File: config.mk
export PLATFORM = sky130hd
export DESIGN_NAME = pulse_extender_multi_flat
export DESIGN_NICKNAME = d
export VERILOG_FILES = /design/src/rtl/pulse_extender_multi_if.sv /design/src/rtl/pulse_extender_multi.sv /design/src/flat_wrapper.sv
export SDC_FILE = /design/constraint.sdc
export NUM_CORES = 1
export LEC_CHECK = 0
export CORE_MARGIN = 2
export CORE_UTILIZATION = 40
export CTS_CLUSTER_SIZE = 30
export DETAILED_ROUTE_END_ITERATION = 16
export PLACE_DENSITY = 0.59
export SETUP_SLACK_MARGIN = 0.1
export SLEW_MARGIN = 20
export SYNTH_ARGS = -nofsm -noshare
export SYNTH_HDL_FRONTEND = slang
export SYNTH_SLANG_ARGS = --single-unit
File: constraint.sdc
create_clock -name clk -period 2.9 [get_ports clk]
set_clock_uncertainty 0.2 [all_clocks]
set_input_delay 0.725 -clock clk [delete_from_list [all_inputs] [get_ports clk]]
set_output_delay 0.725 -clock clk [all_outputs]
set_load 0.05 [all_outputs]
File: src/rtl/pulse_extender_multi_if.sv
// Bundle of per-channel strobes, shared controls and extended outputs for pulse_extender_multi.
// The master side drives the strobes and controls; the slave side is the extender itself.
interface pulse_extender_multi_if #(
    parameter int CHANNELS = 4,
    parameter int CNT_W    = 8
);
    logic [CHANNELS-1:0] pulse_in;
    logic [CNT_W-1:0]    ext_len;
    logic                retrigger;
    logic                clr_missed;
    logic [CHANNELS-1:0] extended_pulse;
    logic [CHANNELS-1:0] missed;
    logic                busy;

    modport master (
        output pulse_in,
        output ext_len,
        output retrigger,
        output clr_missed,
        input  extended_pulse,
        input  missed,
        input  busy
    );

    modport slave (
        input  pulse_in,
        input  ext_len,
        input  retrigger,
        input  clr_missed,
        output extended_pulse,
        output missed,
        output busy
    );
endinterface

File: src/rtl/pulse_extender_multi.sv
// Multi-channel rising-edge pulse extender with retrigger or one-shot behaviour per shared mode.
// Each channel stretches an input edge into a registered pulse of ext_len cycles (0 acts as 1).
module pulse_extender_multi #(
    parameter int CHANNELS = 4,
    parameter int CNT_W    = 8
) (
    input  logic                  clk,
    input  logic                  rst,
    pulse_extender_multi_if.slave bus
);

    typedef enum logic {
        IDLE   = 1'b0,
        ACTIVE = 1'b1
    } state_t;

    state_t              state_q   [CHANNELS];
    state_t              state_nxt [CHANNELS];
    logic [CNT_W-1:0]    cnt_q     [CHANNELS];
    logic [CNT_W-1:0]    cnt_nxt   [CHANNELS];

    logic [CHANNELS-1:0] prev_q;
    logic [CHANNELS-1:0] missed_q;
    logic [CHANNELS-1:0] missed_nxt;
    logic [CHANNELS-1:0] missed_set;
    logic [CHANNELS-1:0] ext_q;
    logic [CHANNELS-1:0] active_nxt;
    logic [CHANNELS-1:0] edge_det;
    logic                busy_q;
    logic [CNT_W-1:0]    load_val;

    assign edge_det = bus.pulse_in & ~prev_q;

    // The counter holds "cycles remaining after this one", so a length of L loads L-1.
    assign load_val = (bus.ext_len == '0) ? '0 : bus.ext_len - 1'b1;

    // At terminal count the channel is effectively idle, so a coincident edge reloads
    // even in one-shot mode and produces a gapless back-to-back pulse.
    always_comb begin
        active_nxt = '0;
        missed_set = '0;
        for (int i = 0; i < CHANNELS; i++) begin
            state_nxt[i] = state_q[i];
            cnt_nxt[i]   = cnt_q[i];
            case (state_q[i])
                IDLE: begin
                    if (edge_det[i]) begin
                        state_nxt[i] = ACTIVE;
                        cnt_nxt[i]   = load_val;
                    end
                end
                ACTIVE: begin
                    if (edge_det[i] && (bus.retrigger || cnt_q[i] == '0)) begin
                        cnt_nxt[i] = load_val;
                    end else begin
                        missed_set[i] = edge_det[i];
                        if (cnt_q[i] == '0) begin
                            state_nxt[i] = IDLE;
                        end else begin
                            cnt_nxt[i] = cnt_q[i] - 1'b1;
                        end
                    end
                end
                default: begin
                    state_nxt[i] = IDLE;
                    cnt_nxt[i]   = '0;
                end
            endcase
            active_nxt[i] = (state_nxt[i] == ACTIVE);
        end
    end

    // A new drop in the same cycle as clr_missed keeps the flag set.
    assign missed_nxt = missed_set | (missed_q & ~{CHANNELS{bus.clr_missed}});

    // prev resets high so an input already asserted at reset release is not an edge.
    always_ff @(posedge clk) begin
        if (rst) begin
            prev_q   <= '1;
            missed_q <= '0;
            ext_q    <= '0;
            busy_q   <= 1'b0;
            for (int i = 0; i < CHANNELS; i++) begin
                state_q[i] <= IDLE;
                cnt_q[i]   <= '0;
            end
        end else begin
            prev_q   <= bus.pulse_in;
            missed_q <= missed_nxt;
            ext_q    <= active_nxt;
            busy_q   <= |active_nxt;
            for (int i = 0; i < CHANNELS; i++) begin
                state_q[i] <= state_nxt[i];
                cnt_q[i]   <= cnt_nxt[i];
            end
        end
    end

    assign bus.extended_pulse = ext_q;
    assign bus.missed         = missed_q;
    assign bus.busy           = busy_q;

endmodule

File: src/flat_wrapper.sv
// flat-port wrapper written by rule: the top's interface ports become plain ports
module pulse_extender_multi_flat 
#(
    parameter int CHANNELS = 4,
    parameter int CNT_W    = 8
)
  (clk, rst, bus_pulse_in, bus_ext_len, bus_retrigger, bus_clr_missed, bus_extended_pulse, bus_missed, bus_busy);
  pulse_extender_multi_if #(.CHANNELS(CHANNELS), .CNT_W(CNT_W)) bus_i ();
  input  logic clk;
  input  logic rst;
  input wire logic [$bits(bus_i.pulse_in)-1:0] bus_pulse_in;
  input wire logic [$bits(bus_i.ext_len)-1:0] bus_ext_len;
  input wire logic [$bits(bus_i.retrigger)-1:0] bus_retrigger;
  input wire logic [$bits(bus_i.clr_missed)-1:0] bus_clr_missed;
  output wire logic [$bits(bus_i.extended_pulse)-1:0] bus_extended_pulse;
  output wire logic [$bits(bus_i.missed)-1:0] bus_missed;
  output wire logic [$bits(bus_i.busy)-1:0] bus_busy;
  assign bus_i.pulse_in = bus_pulse_in;
  assign bus_i.ext_len = bus_ext_len;
  assign bus_i.retrigger = bus_retrigger;
  assign bus_i.clr_missed = bus_clr_missed;
  assign bus_extended_pulse = bus_i.extended_pulse;
  assign bus_missed = bus_i.missed;
  assign bus_busy = bus_i.busy;
  pulse_extender_multi #(.CHANNELS(CHANNELS), .CNT_W(CNT_W)) u_core (.clk(clk), .rst(rst), .bus(bus_i));
endmodule
==> flow_summary.json <==
{
  "rr_endpoint": "u_core.bus.busy",
  "cts.path.max_buffers": 2,
  "start_util_pct": 41.2,
  "wl_per_cell_um": 15.7,
  "antenna_found_initial": 0,
  "maxCapViolCount": 0,
  "syn_to_final_growth_pct": 20.8,
  "setup_viol": 0,
  "met3_usage_pct": 3.51,
  "synth_edf_count": 0,
  "rsz0062_at_grt": "false",
  "gp_congestion": 0.859,
  "wirelength_um": 7240,
  "rows": 30,
  "grt_util_met1_pct": 26.7,
  "ir_worst_vdd_mv": 0.352,
  "remaining_drc_errors": 0,
  "synth_fp_nets": 360,
  "worst_slew_pin_slew_ns": 0.604,
  "worstReg2RegStart": "u_core.cnt_q[0][11]",
  "netlist_area_um2": 2780,
  "slew_headroom_pct": 59.5,
  "crit_arrival_ns": 2.65,
  "fillers": 661,
  "whs_path_depth": 2,
  "clk_pin_slew_worst_paths_ns": 0.09,
  "cp.required_ns": 2.92,
  "h-tree-depth": 2,
  "hold_viol_final": 0,
  "postLayoutSetupSlackWorst_ns": 0.274,
  "io_pins": 25,
  "drt_iter0_markers": 114,
  "hpwl_um": 5500,
  "p_leak_nw": 1.40,
  "grt_pass1_wl_um": 12000,
  "r2r_cells": 6,
  "cts_setup_buffers": 0,
  "finish.instance_area_um2": 3360,
  "cpLargestDelayFamily": "simple AND/OR/NAND/NOR gates",
  "met2_usage_pct": 33.5,
  "grt.busiest_layer": "met2",
  "grt.overflow.total": 0,
  "first_pass_iters": 5,
  "synth_top_flop_cell": "dfxtp_1",
  "die_h_um": 87.4,
  "holdPathEnd": "u_core.bus.missed[0]",
  "ys_warn_count": 0,
  "cts_resized": 0,
  "die_x_um": 87.4,
  "grt_max_degree": 21,
  "cts_inserted_buffers": 5,
  "syn_inst": 335,
  "finalMaxSlewViolations": 0,
  "path_class": "primary input to flip-flop",
  "power-per-cell-area_nw_per_um2": 494,
  "critPathMaxFanout": 4,
  "syn_avg_cell_area_um2": 8.31,
  "fin_setup_tns_ns": 0,
  "outcome": "complete, no violations",
  "final_layout_size_suffix_gt1_share_pct": 16.3,
  "floorplan.die_area_um2": 7640,
  "preCtsSetupSlack_ns": -0.0644,
  "slowest_stage": "or3b_2",
  "ys_ff_latch": 45,
  "yosysSeqAreaShare_pct": 32.4,
  "clock-sinks": 45,
  "n_antenna_cell": 0,
  "detail-route-antenna-nets": 0,
  "grt_usage_pct": 20.0,
  "synth.distinct_cells": 63,
  "cp_num_buf_inv": 1,
  "port_buffers": 24,
  "fmax_mhz": 381,
  "final_net_count": 405,
  "worstSetupStartpointType": "primary input",
  "min_period_ns": 2.63,
  "core_area_um2": 6760,
  "clock-root-buffer": "clkbuf_8",
  "via_per_inst": 5.72,
  "hp-class": "flip-flop to flip-flop",
  "endpoint_kind": "flip-flop",
  "holdCritStartpoint": "u_core.bus.missed[0]",
  "clk_latency_ns": 0.30,
  "cpPeakStageDelay_ns": 0.49,
  "crit_chain": "clkdlybuf4s50_1, nor3_1, or3b_2, mux2i_1, mux2_4, a221oi_2",
  "rrSetupSlack_ns": 0.33,
  "async_reset_ff_share_pct": 0,
  "holdBufCountCts": 0,
  "cts_tree": "yes",
  "period_share_pct": 90.6,
  "placed_cell_area_um2": 3250,
  "grt_pass1_vias": 2442,
  "vias": 2637
}
cell usage after synthesis (3+ instances only):
library cell	instances	area (um^2)
a211oi_1	4	30.0
a21oi_1	18	90.1
and2_1	3	18.8
and3_1	3	18.8
buf_4	4	30.0
clkbuf_1	5	18.8
dfxtp_1	45	901
ha_1	9	113
inv_1	23	86.3
mux2_2	9	101
mux2i_1	17	170
nand2_1	19	71.3
nand2b_1	11	68.8
nand3_1	5	25.0
nor2_1	28	105
nor3_1	13	65.1
nor3b_1	3	22.5
nor4_1	6	37.5
nor4b_1	3	26.3
o2111ai_1	3	26.3
o21ai_0	33	165
o21ai_1	3	15.0
o22ai_1	5	31.3
or2_2	6	37.5
or3b_2	3	26.3
or4_1	5	37.5
routing by layer:
metal  vias up  share of wire (%)
met4         0               0.88
met3         6                3.1
li1       1319                  -
met1      1261                 46
met5         -                  0
met2        51                 50
cells in the final DEF, fill, tap and decap left out, types with 6 or more instances in the layout:
| cell type | count |
|---|---|
| nor4_1 | 6 |
| or2_2 | 6 |
| nor3_1 | 13 |
| ha_1 | 9 |
| a21oi_1 | 18 |
| inv_1 | 23 |
| nor2_1 | 28 |
| nand2_1 | 19 |
| clkbuf_8 | 6 |
| buf_4 | 25 |
| nand2b_1 | 11 |
| dfxtp_1 | 45 |
| mux2i_1 | 17 |
| mux2_2 | 9 |
| clkdlybuf4s50_1 | 24 |
| o21ai_0 | 33 |
stage by stage:
stage               total power, W  util [%]  cells  hold slack, ns
finish                     0.00166      49.8    461           0.268
global route               0.00176      49.8    461           0.300
CTS                        0.00167      49.8    461           0.269
detailed placement         0.00117      48.0    453           0.258
global placement           0.00117      48.0    453           0.248
floorplan                  0.00103         -    335           0.237
logic make-up after synthesis:
kind of cell	count (synthesis)	synth area share, %
and+or+nand+nor	120	23.4
buffers and inverters	35	5.58
xor gates and xnor gates	3	0.944
AOI/OAI and AO/OA	95	22.8
muxes	28	10.8
adders and majority gates	9	4.05
DFF	45	32.4
flip-flops by register name, indices dropped and copies added (netlist names):
register,cells
u_core.bus.busy,1
u_core.bus.extended_pulse,3
u_core.bus.missed,4
u_core.cnt_q,32
u_core.prev_q,4
u_core.state_q,1
tightest hold or removal path: cells and delay by family (launching register included):
kind	cells	cell delay [ns]
flops	1	0.31
simple gates	1	0.06
compound gates	1	0.05
worst max path at each step:
stage	start	endpoint	slack [ns]	depth (start not counted)
detailed placement	bus_ext_len[0]	u_core.cnt_q[0][13]	-0.06	6
global route	u_core.cnt_q[0][11]	u_core.bus.busy	0.17	6
global placement	bus_ext_len[0]	u_core.cnt_q[0][13]	-0.02	6
CTS	bus_ext_len[0]	u_core.cnt_q[0][13]	0.25	6
finish	bus_ext_len[0]	u_core.cnt_q[0][13]	0.27	6
floorplan	u_core.cnt_q[0][0]	u_core.bus.busy	0.46	8
area by class of cell:
type / count / area (um^2) / share of cell area (%)
Clock buffer: 7 / 86.3 / 2.57
Clock inverter: 1 / 30.0 / 0.893
Inverter: 24 / 90.1 / 2.68
Multi-Input combinational cell: 255 / 1730 / 51.4
Sequential cell: 45 / 901 / 26.8
Tap cell: 80 / 100 / 2.98
Timing Repair Buffer: 49 / 428 / 12.7
power by group:
group	switching (W)	internal (W)	total, W
logic	0.000252	0.000205	0.000457
clock network	0.000219	0.000281	0.000500
registers	0.0000430	0.000659	0.000702
Note: power is estimated with default switching activity, not from simulation.
